[src/rtl/text_vram_sched.sv]
// Character RAM scheduler: display fetch slot, font lookup, clear engine and host port.
// Optional blinking cursor under `define TEXT_CURSOR_EN (adds cur_addr port).
module text_vram_sched #(
    parameter int COLS   = 80,
    parameter int ROWS   = 30,
    parameter int ADDR_W = 12
) (
    input  logic              clk,
    input  logic              rst,
    input  logic [9:0]        x_px,
    input  logic [9:0]        y_px,
    input  logic              active,
    input  logic              wr_req,
    input  logic [ADDR_W-1:0] wr_addr,
    input  logic [7:0]        wr_data,
    output logic              wr_ack,
    output logic              wr_err,
    input  logic              clr_start,
    input  logic [7:0]        clr_fill,
    output logic              clr_busy,
    output logic [ADDR_W-1:0] ram_addr,
    output logic              ram_we,
    output logic [7:0]        ram_wdata,
    input  logic [7:0]        ram_rdata,
    output logic [11:0]       font_addr,
    input  logic [7:0]        font_data,
    output logic              pixel_on,
    output logic              pixel_valid
`ifdef TEXT_CURSOR_EN
    ,
    input  logic [ADDR_W-1:0] cur_addr
`endif
);

    localparam logic [ADDR_W-1:0] LAST = ADDR_W'(COLS * ROWS - 1);

    typedef enum logic {IDLE, CLEAR} state_t;

    state_t            state, state_nx;
    logic [ADDR_W-1:0] clr_cnt, clr_cnt_nx;
    logic [7:0]        fill_q;

    logic              slot;
    logic [ADDR_W-1:0] disp_addr;
    logic              gnt_disp, gnt_clr, gnt_host;
    logic              in_range;

    logic              slot_d1, slot_d2;
    logic              act_d1, act_d2, act_d3;
    logic [3:0]        line_d1;
    logic [7:0]        shreg;
    logic              cur_hit;

    // Constant COLS unrolls into a fixed set of shifted adds.
    function automatic logic [ADDR_W-1:0] mul_cols(input logic [5:0] row);
        logic [ADDR_W-1:0] acc;
        acc = '0;
        for (int i = 0; i < ADDR_W; i++) begin
            if (COLS[i])
                acc = acc + (ADDR_W'(row) << i);
        end
        return acc;
    endfunction

    assign slot      = active && (x_px[2:0] == 3'd0);
    assign disp_addr = mul_cols(y_px[9:4]) + ADDR_W'(x_px[9:3]);
    assign in_range  = (wr_addr <= LAST);

    assign gnt_disp = slot;
    assign gnt_clr  = !slot && (state == CLEAR);
    assign gnt_host = !slot && (state == IDLE) && wr_req && !wr_ack;

    assign clr_busy = (state == CLEAR);

    always_ff @(posedge clk or posedge rst) begin
        if (rst) begin
            state   <= IDLE;
            clr_cnt <= '0;
            fill_q  <= '0;
        end else begin
            state   <= state_nx;
            clr_cnt <= clr_cnt_nx;
            if (state == IDLE && clr_start)
                fill_q <= clr_fill;
        end
    end

    always_comb begin
        state_nx   = state;
        clr_cnt_nx = clr_cnt;
        unique case (state)
            IDLE: begin
                if (clr_start) begin
                    state_nx   = CLEAR;
                    clr_cnt_nx = '0;
                end
            end
            CLEAR: begin
                if (gnt_clr) begin
                    clr_cnt_nx = clr_cnt + 1'b1;
                    if (clr_cnt == LAST) begin
                        state_nx   = IDLE;
                        clr_cnt_nx = '0;
                    end
                end
            end
            default: state_nx = IDLE;
        endcase
    end

    // RAM port mux; reset forces the port quiet without waiting for a clock.
    always_comb begin
        ram_we    = 1'b0;
        ram_addr  = '0;
        ram_wdata = '0;
        if (!rst) begin
            unique case (1'b1)
                gnt_disp: ram_addr = disp_addr;
                gnt_clr: begin
                    ram_we    = 1'b1;
                    ram_addr  = clr_cnt;
                    ram_wdata = fill_q;
                end
                gnt_host: begin
                    ram_we    = in_range;
                    ram_addr  = wr_addr;
                    ram_wdata = wr_data;
                end
                default: ;
            endcase
        end
    end

    always_ff @(posedge clk or posedge rst) begin
        if (rst) begin
            wr_ack <= 1'b0;
            wr_err <= 1'b0;
        end else begin
            wr_ack <= gnt_host;
            wr_err <= gnt_host && !in_range;
        end
    end

    always_ff @(posedge clk or posedge rst) begin
        if (rst) begin
            slot_d1 <= 1'b0;
            slot_d2 <= 1'b0;
            act_d1  <= 1'b0;
            act_d2  <= 1'b0;
            act_d3  <= 1'b0;
            line_d1 <= '0;
            shreg   <= '0;
        end else begin
            slot_d1 <= slot;
            slot_d2 <= slot_d1;
            act_d1  <= active;
            act_d2  <= act_d1;
            act_d3  <= act_d2;
            line_d1 <= y_px[3:0];
            if (slot_d2)
                shreg <= font_data;
            else
                shreg <= {shreg[6:0], 1'b0};
        end
    end

    assign font_addr = rst ? 12'd0 : {ram_rdata, line_d1};

`ifdef TEXT_CURSOR_EN
    logic [ADDR_W-1:0] cell_d1, cell_d2, cell_d3;
    logic [3:0]        line_d2, line_d3;
    logic [5:0]        frame_cnt;

    always_ff @(posedge clk or posedge rst) begin
        if (rst) begin
            cell_d1   <= '0;
            cell_d2   <= '0;
            cell_d3   <= '0;
            line_d2   <= '0;
            line_d3   <= '0;
            frame_cnt <= '0;
        end else begin
            if (slot)
                cell_d1 <= disp_addr;
            if (slot_d1)
                cell_d2 <= cell_d1;
            line_d2 <= line_d1;
            if (slot_d2) begin
                cell_d3 <= cell_d2;
                line_d3 <= line_d2;
            end
            if (active && x_px == 10'd0 && y_px == 10'd0)
                frame_cnt <= frame_cnt + 1'b1;
        end
    end

    assign cur_hit = (cell_d3 == cur_addr) && (line_d3[3:1] == 3'b111)
                     && frame_cnt[5];
`else
    assign cur_hit = 1'b0;
`endif

    assign pixel_valid = act_d3;
    assign pixel_on    = act_d3 && (shreg[7] ^ cur_hit);

endmodule

[config.mk]
export PLATFORM = sky130hd
export DESIGN_NAME = text_vram_sched
export DESIGN_NICKNAME = d
export VERILOG_FILES = /design/src/rtl/text_vram_sched.sv
export SDC_FILE = /design/constraint.sdc
export NUM_CORES = 1
export LEC_CHECK = 0
export CORE_MARGIN = 2
export CORE_UTILIZATION = 41
export DETAILED_ROUTE_END_ITERATION = 8
export PLACE_DENSITY = 0.91
export REMOVE_ABC_BUFFERS = 1
export SYNTH_ARGS = -nofsm -noshare
export SYNTH_HDL_FRONTEND = slang
export SYNTH_SLANG_ARGS = --single-unit
[constraint.sdc]
create_clock -name clk -period 5.75 [get_ports clk]
set_input_delay 0.575 -clock clk [delete_from_list [all_inputs] [get_ports clk]]
set_output_delay 0.575 -clock clk [all_outputs]
set_load 0.01 [all_outputs]
==> results.toml, run 1 <==
[status]
status = "finished clean"

[cts]
numCtsBuffers = 5
htreeDepth = 2
clk_path_buf_depth = 2
insertion_delay_ps = 300
holdBufCountCts = 0
cts-root-buf = "clkbuf_8"
cts_setup_buffers = 0
cts_resized = 0
clk_pin_slew_ps = 80
clkSinkCount = 40
cts_tree = "yes"

[sta]
worst_clock_skew_ps = 5.91
max-slew-margin-rel_pct = 38.4
setup_viol = 0
slew_viol_final = 0
fin_crit_sh_pct = 70.4
finalHoldViolations = 0
setup-tns-final_ps = 0
layout_min_cycle_time_ps = 4050
grt_setup_unrepaired = "false"
tightest_slew_ps = 922
fmax_ghz = 0.247

[synth]
synth_fa_ha_area_share_pct = 7.83
seq_area_frac_synth_pct = 41.2
ys_types = 45
synth.cell_area_um2 = 2430
synth_ff_type = "dfrtp_1"
ys_seq_elements = 40
synth_top_area_cell = "dfrtp_1"
netlist_top_cells_area = "dfrtp_1, mux2_2, ha_1"
netlist.area_leader.share_pct = 41.2
synth_compound_area_share_pct = 17.1
synth_simple_gate_area_share_pct = 19.9
synth_cells = 251
synth.area.mux_share_pct = 7.78
synth_area_per_cell_um2 = 9.68
synth_xor_xnor_area_share_pct = 1.44
ys_async_sr_fraction_pct = 100
ys_warn_count = 0
synth_edf_count = 0
synth_top_family_by_area = "simple AND/OR/NAND/NOR gates"

[setup_path]
path_cells = "clkdlybuf4s50_1, inv_1, fa_1, inv_1, ha_1, a21oi_1, o21ai_0, a21oi_1, xor2_1, a211oi_1, clkdlybuf4s50_1"
crit_path_max_incr_delay_ps = 600
reg2regPathDepth = 4
arrival_ps = 3470
critical_path_required_ps = 5180
setup.worst_path.end_class = "output port"
setup.worst_path.end = "ram_addr[10]"
timing.rr.end = "clr_cnt[11]"
r2r-start = "clr_busy"
criticalPathCategory = "primary input to output port"
startpoint = "y_px[4]"
cp_slowest_cell = "clkdlybuf4s50_1"
critPathLaunchType = "primary input"
r2r_slack_ps = 3490
path_max_fanout = 2

[finish]
fin_cells = 430
n_antenna_cell = 0
fin_area_um2 = 3660
area_growth_pct = 50.6
nets = 437
drive_gt1_share_pct = 10.1
fin_util_pct = 62.9
fill_cells = 475

[floorplanning]
die_y_um = 81.0
num_rows = 28
core_area_um2 = 5820
ios = 107
start_util_pct = 41.8
die-area_um2 = 6560
die_w_um = 81.0

[place]
portBuffers = 106
dpl.hpwl_um = 5240
gp_congestion = 0.895
dp_cells = 422
postPlaceCellArea_um2 = 3550

[power_and_ir_drop]
power_density_nw_per_um2 = 250
comb_power_share_pct = 34.0
power_frac_seq_pct = 41.1
finalPower_w = 0.000915
p_sw_share_pct = 30.3
leakage_nw = 1.54
internal-power_w = 0.000638
ir_drop_mv = 0.126
p_switching_w = 0.000277
power_frac_clock_pct = 24.9

[global_routing]
grt_busiest_layer = "met2"
antenna_found_initial = 0
grt_pass1_vias = 2170
met3_usage_pct = 3.78
grtUsageMet1_pct = 26.8
overflow = 0
grt_max_degree = 41
use_met2_pct = 34.5
grt_pass1_wl_um = 10500
grtUsageTotal_pct = 20.8

[route]
via_count = 2340
wl_um = 6790
drtPass1Iterations = 4
viasPerCell = 5.44
avgRoutedWirePerCell_um = 15.8
drt_iter0_markers = 100
drc_errors = 0
antenna_left = 0

[flow_run]
cap_viol_max_count = 0

[min_path]
hp-class = "flip-flop to flip-flop"
-- how the worst min path moves through the flow --
stage	startpoint	end	slack, ps	cells past startpoint
floorplan	act_d1	act_d2	330	0
global placement	slot_d1	slot_d2	330	0
detailed placement	slot_d1	slot_d2	330	0
CTS	slot_d1	slot_d2	360	0
global route	slot_d1	slot_d2	360	0
finish	slot_d1	slot_d2	360	0
-- flip-flops by register name, indices dropped and copies added (netlist names), 4 cells and up --
name     count
clr_cnt     12
fill_q       8
shreg        8
line_d1      4
-- synth_stat cells, types with 3 or more instances --
master,n
a211oi_1,3
a21o_1,3
a21oi_1,10
a221oi_1,11
a22oi_1,9
a31oi_1,4
and2_1,4
buf_2,5
clkbuf_1,7
dfrtp_1,40
ha_1,12
inv_1,13
mux2_2,15
nand2_1,16
nor2_1,25
nor2b_1,15
nor3_1,9
o21ai_0,9
o31ai_1,3
xnor2_1,3
-- cells in the final DEF, fill, tap and decap left out, drive strengths merged, types with 3 or more instances in the layout --
cell type        n
a211oi           3
a21o             3
a21oi           10
a221oi          11
a22oi            9
a31oi            4
and2             4
buf              4
clkbuf           5
clkdlybuf4s50  106
dfrtp           40
ha              12
inv             13
mux2            15
nand2           16
nand3            3
nor2            26
nor2b           15
nor3             9
nor4             3
o21ai           12
o31ai            3
or3              3
xnor2            3
-- critical path: cells and delay by family --
kind | cells | cell delay, ps
fa+ha+maj | 2 | 850
buf+inv | 4 | 1200
compound gates | 4 | 760
xor+xnor | 1 | 90
-- per-stage QoR --
step	setup WS, ps	hold WS (ps)
2_1_floorplan	2660	331
3_3_place_gp	1830	333
3_5_place_dp	1720	335
4_1_cts	1700	360
5_1_grt	1520	362
6_report	1700	357
-- cells by family after synthesis --
logic type               count (synthesis)
AND/OR/NAND/NOR                         89
AO/OA/AOI/OAI                           60
flip-flops                              40
buffers and inverters                   27
multiplexers                            17
adder cells (fa/ha/maj)                 14
XOR/XNOR                                 4
-- power groups by stage --
stage	clock [W]	sequential (W)	combinational (W)
6_report	0.000228	0.000376	0.000311
5_1_grt	0.000245	0.000385	0.000344
4_1_cts	0.000233	0.000376	0.000313
3_5_place_dp	0	0.000380	0.000312
3_3_place_gp	0	0.000377	0.000298
2_1_floorplan	0	0.000367	0.000171
-- final cells by class --
cell class	count	area [um2]	area share (%)
multi-input combinational	184	1310	35.9
timing repair buffer	110	1090	29.8
sequential	40	1000	27.4
tap	75	93.8	2.56
clock buffer	5	68.8	1.88
inverter	13	48.8	1.33
clock inverter	3	42.5	1.16
-- routing by layer --
| metal | part of all wire (%) | vias to the layer above |
|---|---|---|
| met5 | 0 | - |
| met4 | 2.5 | 0 |
| met3 | 8.7 | 14 |
| met2 | 48 | 108 |
| met1 | 41 | 1112 |
| li1 | - | 1106 |
(Power assumes the default switching activity.)
==> run 2: changes to the inputs <==
==> constraint.sdc (replaced) <==
create_clock -name clk -period 4.1 [get_ports clk]
set_input_delay 0.41 -clock clk [delete_from_list [all_inputs] [get_ports clk]]
set_output_delay 0.41 -clock clk [all_outputs]
set_load 0.01 [all_outputs]
==> results.toml, run 2 (synthesized netlist as in run 1, its figures left out) <==
[cts]
holdBufCountCts = 0
htreeDepth = 2
numCtsBuffers = 5
insertion_delay_ps = 300
cts-root-buf = "clkbuf_8"
cts_tree = "yes"
clkSinkCount = 40
cts_setup_buffers = 0
clk_pin_slew_ps = 80
cts_resized = 0
clk_path_buf_depth = 2

[route]
viasPerCell = 5.46
antenna_left = 0
drtPass1Iterations = 5
via_count = 2353
drt_iter0_markers = 155
wl_met3_um = 556
drc_errors = 0
wl_um = 7000
wl_met2_um = 3580
m1WireLength_um = 2740
routed.top_layer = "met4"
avgRoutedWirePerCell_um = 16.2

[power_and_ir_drop]
ir_drop_mv = 0.160
power_density_nw_per_um2 = 354
leakage_nw = 1.54

[floorplanning]
core_area_um2 = 5820
die_w_um = 81.0
die-area_um2 = 6560
die_y_um = 81.0
start_util_pct = 41.8
ios = 107
num_rows = 28

[sta]
fmax_ghz = 0.264
max-slew-margin-rel_pct = 35.0
tightest_slew_ps = 972
setup_viol = 0
fin_crit_sh_pct = 92.3
slew_viol_final = 0
finalHoldViolations = 0
worst_clock_skew_ps = 5.34
grt_setup_unrepaired = "false"
layout_min_cycle_time_ps = 3790
setup-tns-final_ps = 0

[finish]
n_antenna_cell = 0
fill_cells = 481
largest_register = "clr_cnt"
fin_cells = 431
largestRegisters = "clr_cnt x12, fill_q x8, shreg x8"
regArea_um2 = 1000
largest_register_ffs = 12
final_cell_mix = "clkdlybuf4s50_1, dfrtp_1, nor2_1, nand2_1"
area_growth_pct = 51.1
drive_gt1_share_pct = 10.4
nets = 438
multi_input_area_um2 = 1310
final_common_cell = "clkdlybuf4s50_1"

[global_routing]
grtUsageTotal_pct = 20.7
grt_max_degree = 41
grt_pass1_wl_um = 10500
grt_pass1_vias = 2164
overflow = 0
antenna_found_initial = 0

[setup_path]
critPathLaunchType = "primary input"
worst-path-buf-inv = 4
path_max_fanout = 2
path_cells = "clkdlybuf4s50_1, inv_1, fa_1, inv_1, ha_1, a21oi_1, o21ai_0, a21oi_1, xor2_1, a211oi_1, clkdlybuf4s50_1"
crit_family = "buffers and inverters"
cp_slowest_cell = "clkdlybuf4s50_1"
criticalPathCategory = "primary input to output port"
setup.worst_path.end_class = "output port"
critical_path_required_ps = 3690
arrival_ps = 3380
crit_path_max_incr_delay_ps = 580

[place]
portBuffers = 106
dp_cells = 423
dpl.hpwl_um = 5350
gp_congestion = 0.847

[status]
status = "finished clean"

[flow_run]
cap_viol_max_count = 0

[min_path]
hp-class = "flip-flop to flip-flop"
## run 2: worst register-to-register path, stage by stage (launching register included)
cell and delay (ps):
dfrtp_1 740, and2_1 510, or2b_1 390, or3_2 490, o21ai_2 60
## run 2: worst paths after layout
check                           slack (ps)  depth (start not counted)     start      endpoint
worst min-delay path                   350                          0    act_d2   pixel_valid
worst min register to register         350                          0    act_d2   pixel_valid
max in group asynchronous             2940                          4       rst     fill_q[3]
min in group asynchronous              830                          4       rst        act_d1
worst max-delay path                   310                         11   y_px[4]  ram_addr[10]
worst max register to register        1850                          4  clr_busy   clr_cnt[11]
## run 2: layout make-up
class                      count  area share, %
inverter                      13           1.33
multi-input combinational    184           35.8
clock inverter                 3           1.26
clock buffer                   5           1.88
timing repair buffer         111           29.9
sequential                    40           27.3
tap                           75           2.56
## run 2: through the flow
| stage | power [W] | setup slack [ps] | instance area [um2] | utilization, % | hold WS, ps |
|---|---|---|---|---|---|
| after global placement | 0.000947 | 509 | 3550 | 61.1 | 332 |
| after floorplan | 0.000755 | 1340 | 2360 | - | 331 |
| final | 0.00130 | 314 | 3670 | 63.1 | 353 |
| after CTS | 0.00130 | 324 | 3670 | 63.1 | 353 |
| after detailed placement | 0.000970 | 350 | 3550 | 61.1 | 335 |
| after global routing | 0.00138 | 144 | 3670 | 63.1 | 359 |
## run 2: metal layers
metal	up-vias	global-route usage (%)
met5	-	0
met2	105	36.4
met4	0	7.97
met1	1128	24.1
li1	1107	-
met3	13	5.33
## run 2: power by group
group          switching, W  internal (W)
combinational      0.000185      0.000255
sequential        0.0000655      0.000460
clock              0.000152      0.000183
total              0.000402      0.000899
==> variant 1: new RTL, flow settings as in run 2 <==
`ADDR_W`: 12 -> 11.
--- a/src/rtl/text_vram_sched.sv
+++ b/src/rtl/text_vram_sched.sv
@@ -4,5 +4,5 @@
     parameter int COLS   = 80,
     parameter int ROWS   = 30,
-    parameter int ADDR_W = 12
+    parameter int ADDR_W = 11
 ) (
     input  logic              clk,
Interface: changed (resized ram_addr and wr_addr); port bits go from 107 to 105. No check against the original RTL was run, so the function may have changed too.
==> variant 1 against run 2 <==
Global-route usage hardly changed; utilization is 0.41 points higher; setup slack better by 30 ps; clock skew is 1.6 ps higher; first-iteration DRC count is 34% lower; area after synthesis is 3.9% lower; final area is 4.7% lower; sequential share of layout area is 0.63 points higher; die area is 3.7% lower; power is 18% lower; register-to-register slack better by 350 ps; sequential cell count is 1 lower; wire length is 9.6% lower; critical path type unchanged; critical endpoint unchanged; largest cell class unchanged; highest routed layer unchanged.
==> variant 1: results <==
set metrics [dict create \
    outcome "finished, final reports clean" \
    grt_pass1_vias 2234 \
    dp_hpwl_um 4850 \
    layout-drive-gt1-share_pct 8.60 \
    fin_cells 421 \
    final_nets 429 \
    synthTopCellsByArea "dfrtp_1 42%, ha_1 5.9%, nand2_1 5.5%, nor2b_1 4.3%, nor2_1 3.9%" \
    place.gp.congestion 0.855 \
    synth_cell_types 39 \
    grt_use_total_pct 20.7 \
    finalClockSkew_ps 6.92 \
    yosys-top-cells-count "39 x dfrtp_1, 34 x nand2_1, 24 x nor2_1, 16 x nor2b_1, 11 x ha_1" \
    io_buffer_count 104 \
    cp.arrival_ps 3350 \
    wl_um 6330 \
    worst_pin_slew_ps 850 \
    grt_max_degree 40 \
    timing.rr.start "clr_cnt[0]" \
    synth_mux_area_share_pct 3.38 \
    dpl.cell_count 413 \
    seqCellArea_sq_um 976 \
    rrSetupSlack_ps 2200 \
    vias_per_cell 5.33 \
    fill_cells 450 \
    drt_pre_antenna_iters 4 \
    synth-seq-area-share_pct 41.8 \
    synth_adder_area_share_pct 7.61 \
    drtIter0Drc 102 \
    p_leak_uw 0.00154 \
    min_to "slot_d2" \
    ir_drop_mv 0.160 \
    r2r_cells 6 \
    rr_endpoint "clr_cnt[7]" \
]
variant 1: cells by family after synthesis:
logic type / Yosys count
simple gates: 102
flops: 39
compound gates: 58
mux: 7
xor+xnor: 5
fa+ha+maj: 13
buf+inv: 23
variant 1: power groups by stage:
stage / clock network [uW] / registers, uW / logic, uW
2_1_floorplan: 0 / 469 / 174
3_3_place_gp: 0 / 479 / 322
3_5_place_dp: 0 / 482 / 332
4_1_cts: 260 / 473 / 334
5_1_grt: 279 / 483 / 367
6_report: 254 / 475 / 333
variant 1: critical path: stages:
cell and delay [ps]:
clkdlybuf4s50_1 490, inv_1 70, fa_1 550, inv_1 50, ha_1 310, a211oi_1 210
o21bai_1 110, a21oi_1 190, xnor2_1 100, a211oi_1 270, clkdlybuf4s50_1 580
variant 1: metrics by stage:
step                hold WS [ps]  total power (uW)  setup slack, ps
detailed placement           348               814              336
global placement             334               801              425
finish                       360              1060              344
CTS                          366              1070              325
floorplan                    331               643             1420
global route                 369              1130              181
variant 1: area by class of cell:
class | instances | area share, %
timing repair buffer | 107 | 30.4
clock buffer | 5 | 1.97
sequential | 39 | 27.9
tap | 72 | 2.58
inverter | 10 | 1.07
multi-input combinational | 185 | 35.5
clock inverter | 3 | 0.572
variant 1: routing by layer:
metal	GRT usage [%]	part of all wire, %	vias to the layer above
met5	0	0	-
met1	25.9	42	1069
met4	4.14	0.21	0
li1	-	-	1071
met3	6.22	8.8	2
met2	35.5	49	100
variant 1: worst max path at each step:
stage | from | to | slack (ps)
4_1_cts | y_px[4] | ram_addr[10] | 330
3_3_place_gp | y_px[4] | ram_addr[10] | 430
5_1_grt | y_px[4] | ram_addr[10] | 180
6_report | y_px[4] | ram_addr[10] | 340
3_5_place_dp | y_px[4] | ram_addr[10] | 340
2_1_floorplan | x_px[9] | ram_addr[10] | 1420
==> variant 2: new RTL, settings of run 2 <==
Made on the original files. Put one more register stage on the output `wr_err`, cleared by the reset. The value now appears one clock later. The other outputs are not delayed to match.
--- a/src/rtl/text_vram_sched.sv
+++ b/src/rtl/text_vram_sched.sv
@@ -37,4 +37,6 @@
     typedef enum logic {IDLE, CLEAR} state_t;
 
+    logic wr_err_s0;
+
     state_t            state, state_nx;
     logic [ADDR_W-1:0] clr_cnt, clr_cnt_nx;
@@ -135,8 +137,8 @@
         if (rst) begin
             wr_ack <= 1'b0;
-            wr_err <= 1'b0;
+            wr_err_s0 <= 1'b0;
         end else begin
             wr_ack <= gnt_host;
-            wr_err <= gnt_host && !in_range;
+            wr_err_s0 <= gnt_host && !in_range;
         end
     end
@@ -204,4 +206,12 @@
     assign pixel_on    = act_d3 && (shreg[7] ^ cur_hit);
 
+    always_ff @(posedge clk or posedge rst) begin
+        if (rst) begin
+            wr_err <= '0;
+        end else begin
+            wr_err <= wr_err_s0;
+        end
+    end
+
 endmodule
 
Behaviour: not the same (Yosys sat finds a counterexample within 4 cycles, from zero or initial values and one cycle with rst high).
==> variant 2 against run 2 <==
Sequential power rose by 2%; final area rose by 1.3%; sequential cell count rose by 1; setup slack improved by 97 ps; wire length fell by 3.9%; area after synthesis rose by 1.0%; final cell count rose by 0.23%; power rose by 4.4%; largest power group unchanged.
==> variant 2: results <==
set metrics [dict create \
    outcome "finished, final reports clean" \
    cts.sinks 41 \
    wl_um 6720 \
    grt_max_degree 42 \
    use_met3_pct 4.78 \
    vias_per_cell 5.43 \
    dpl.cell_count 424 \
    seqCellArea_sq_um 1030 \
    pg_seq_uw 535 \
    place.gp.congestion 0.843 \
    layout-drive-gt1-share_pct 10.4 \
    wl_met3_um 541 \
    largestRegisters "clr_cnt x12, fill_q x8, shreg x8" \
    placed_cell_area_sq_um 3580 \
    routedWlPerCell_um 15.6 \
    grt_use_met1_pct 23.8 \
    final_nets 439 \
    finalClockSkew_ps 11.2 \
    grt_use_total_pct 20.0 \
    layout.nonclk_buf_share_pct 29.6 \
    yosys-top-cells-count "41 x dfrtp_1, 25 x nor2_1, 16 x nand2_1, 15 x mux2_2, 15 x nor2b_1" \
    synth-seq-area-share_pct 41.8 \
    io_buffer_count 106 \
    finalSetupTns_ps 0 \
    slew_headroom_pct 38.0 \
    met1_length_um 2700 \
    multi_input_area_share_pct 35.3 \
    synthTopCellsByArea "dfrtp_1 42%, mux2_2 6.9%, ha_1 6.1%, a221oi_1 3.9%, nor2_1 3.8%" \
    preCtsSetupSlack_ps 422 \
    ir_drop_mv 0.227 \
    p_per_area_nw_per_um2 365 \
    p_clk_share_pct 28.5 \
    ys_warn_count 0 \
    grt_pass1_wl_um 10100 \
    rrSetupSlack_ps 1810 \
    clk_share_pct 3.70 \
    syn_inst 252 \
    intPower_uw 971 \
    dp_hpwl_um 5060 \
    drt_pre_antenna_iters 7 \
    drtIter0Drc 115 \
    p_leak_uw 0.00157 \
    area_delta_synth_final_pct 51.5 \
    cp.arrival_ps 3280 \
    gr-usage-met2_pct 34.8 \
    fill_cells 462 \
    htreeDepth 2 \
    wl_met2_um 3360 \
    min_period_ps 3690 \
    post-route-util_pct 63.5 \
    grt_pass1_vias 2212 \
]
[variant 2: cell count changes after synthesis]
cell,run 2,this run
dfrtp_1,40,41
[variant 2: worst min-delay path by stage]
stage | startpoint | endpoint | slack (ps) | depth (start not counted)
after floorplan | act_d1 | act_d2 | 330 | 0
after global placement | slot_d1 | slot_d2 | 330 | 0
after detailed placement | wr_err_s0 | wr_err | 330 | 0
after CTS | wr_err_s0 | wr_err | 360 | 0
after global routing | act_d1 | act_d2 | 360 | 0
final | wr_err_s0 | wr_err | 360 | 0
[variant 2: kinds of logic after synthesis]
| kind of cell | after synthesis | synth area share [%] |
|---|---|---|
| adders and majority gates | 14 | 7.75 |
| muxes | 17 | 7.70 |
| buffers and inverters | 27 | 4.69 |
| DFF | 41 | 41.8 |
| and+or+nand+nor | 89 | 19.7 |
| AOI/OAI and AO/OA | 60 | 16.9 |
| xor gates and xnor gates | 4 | 1.43 |
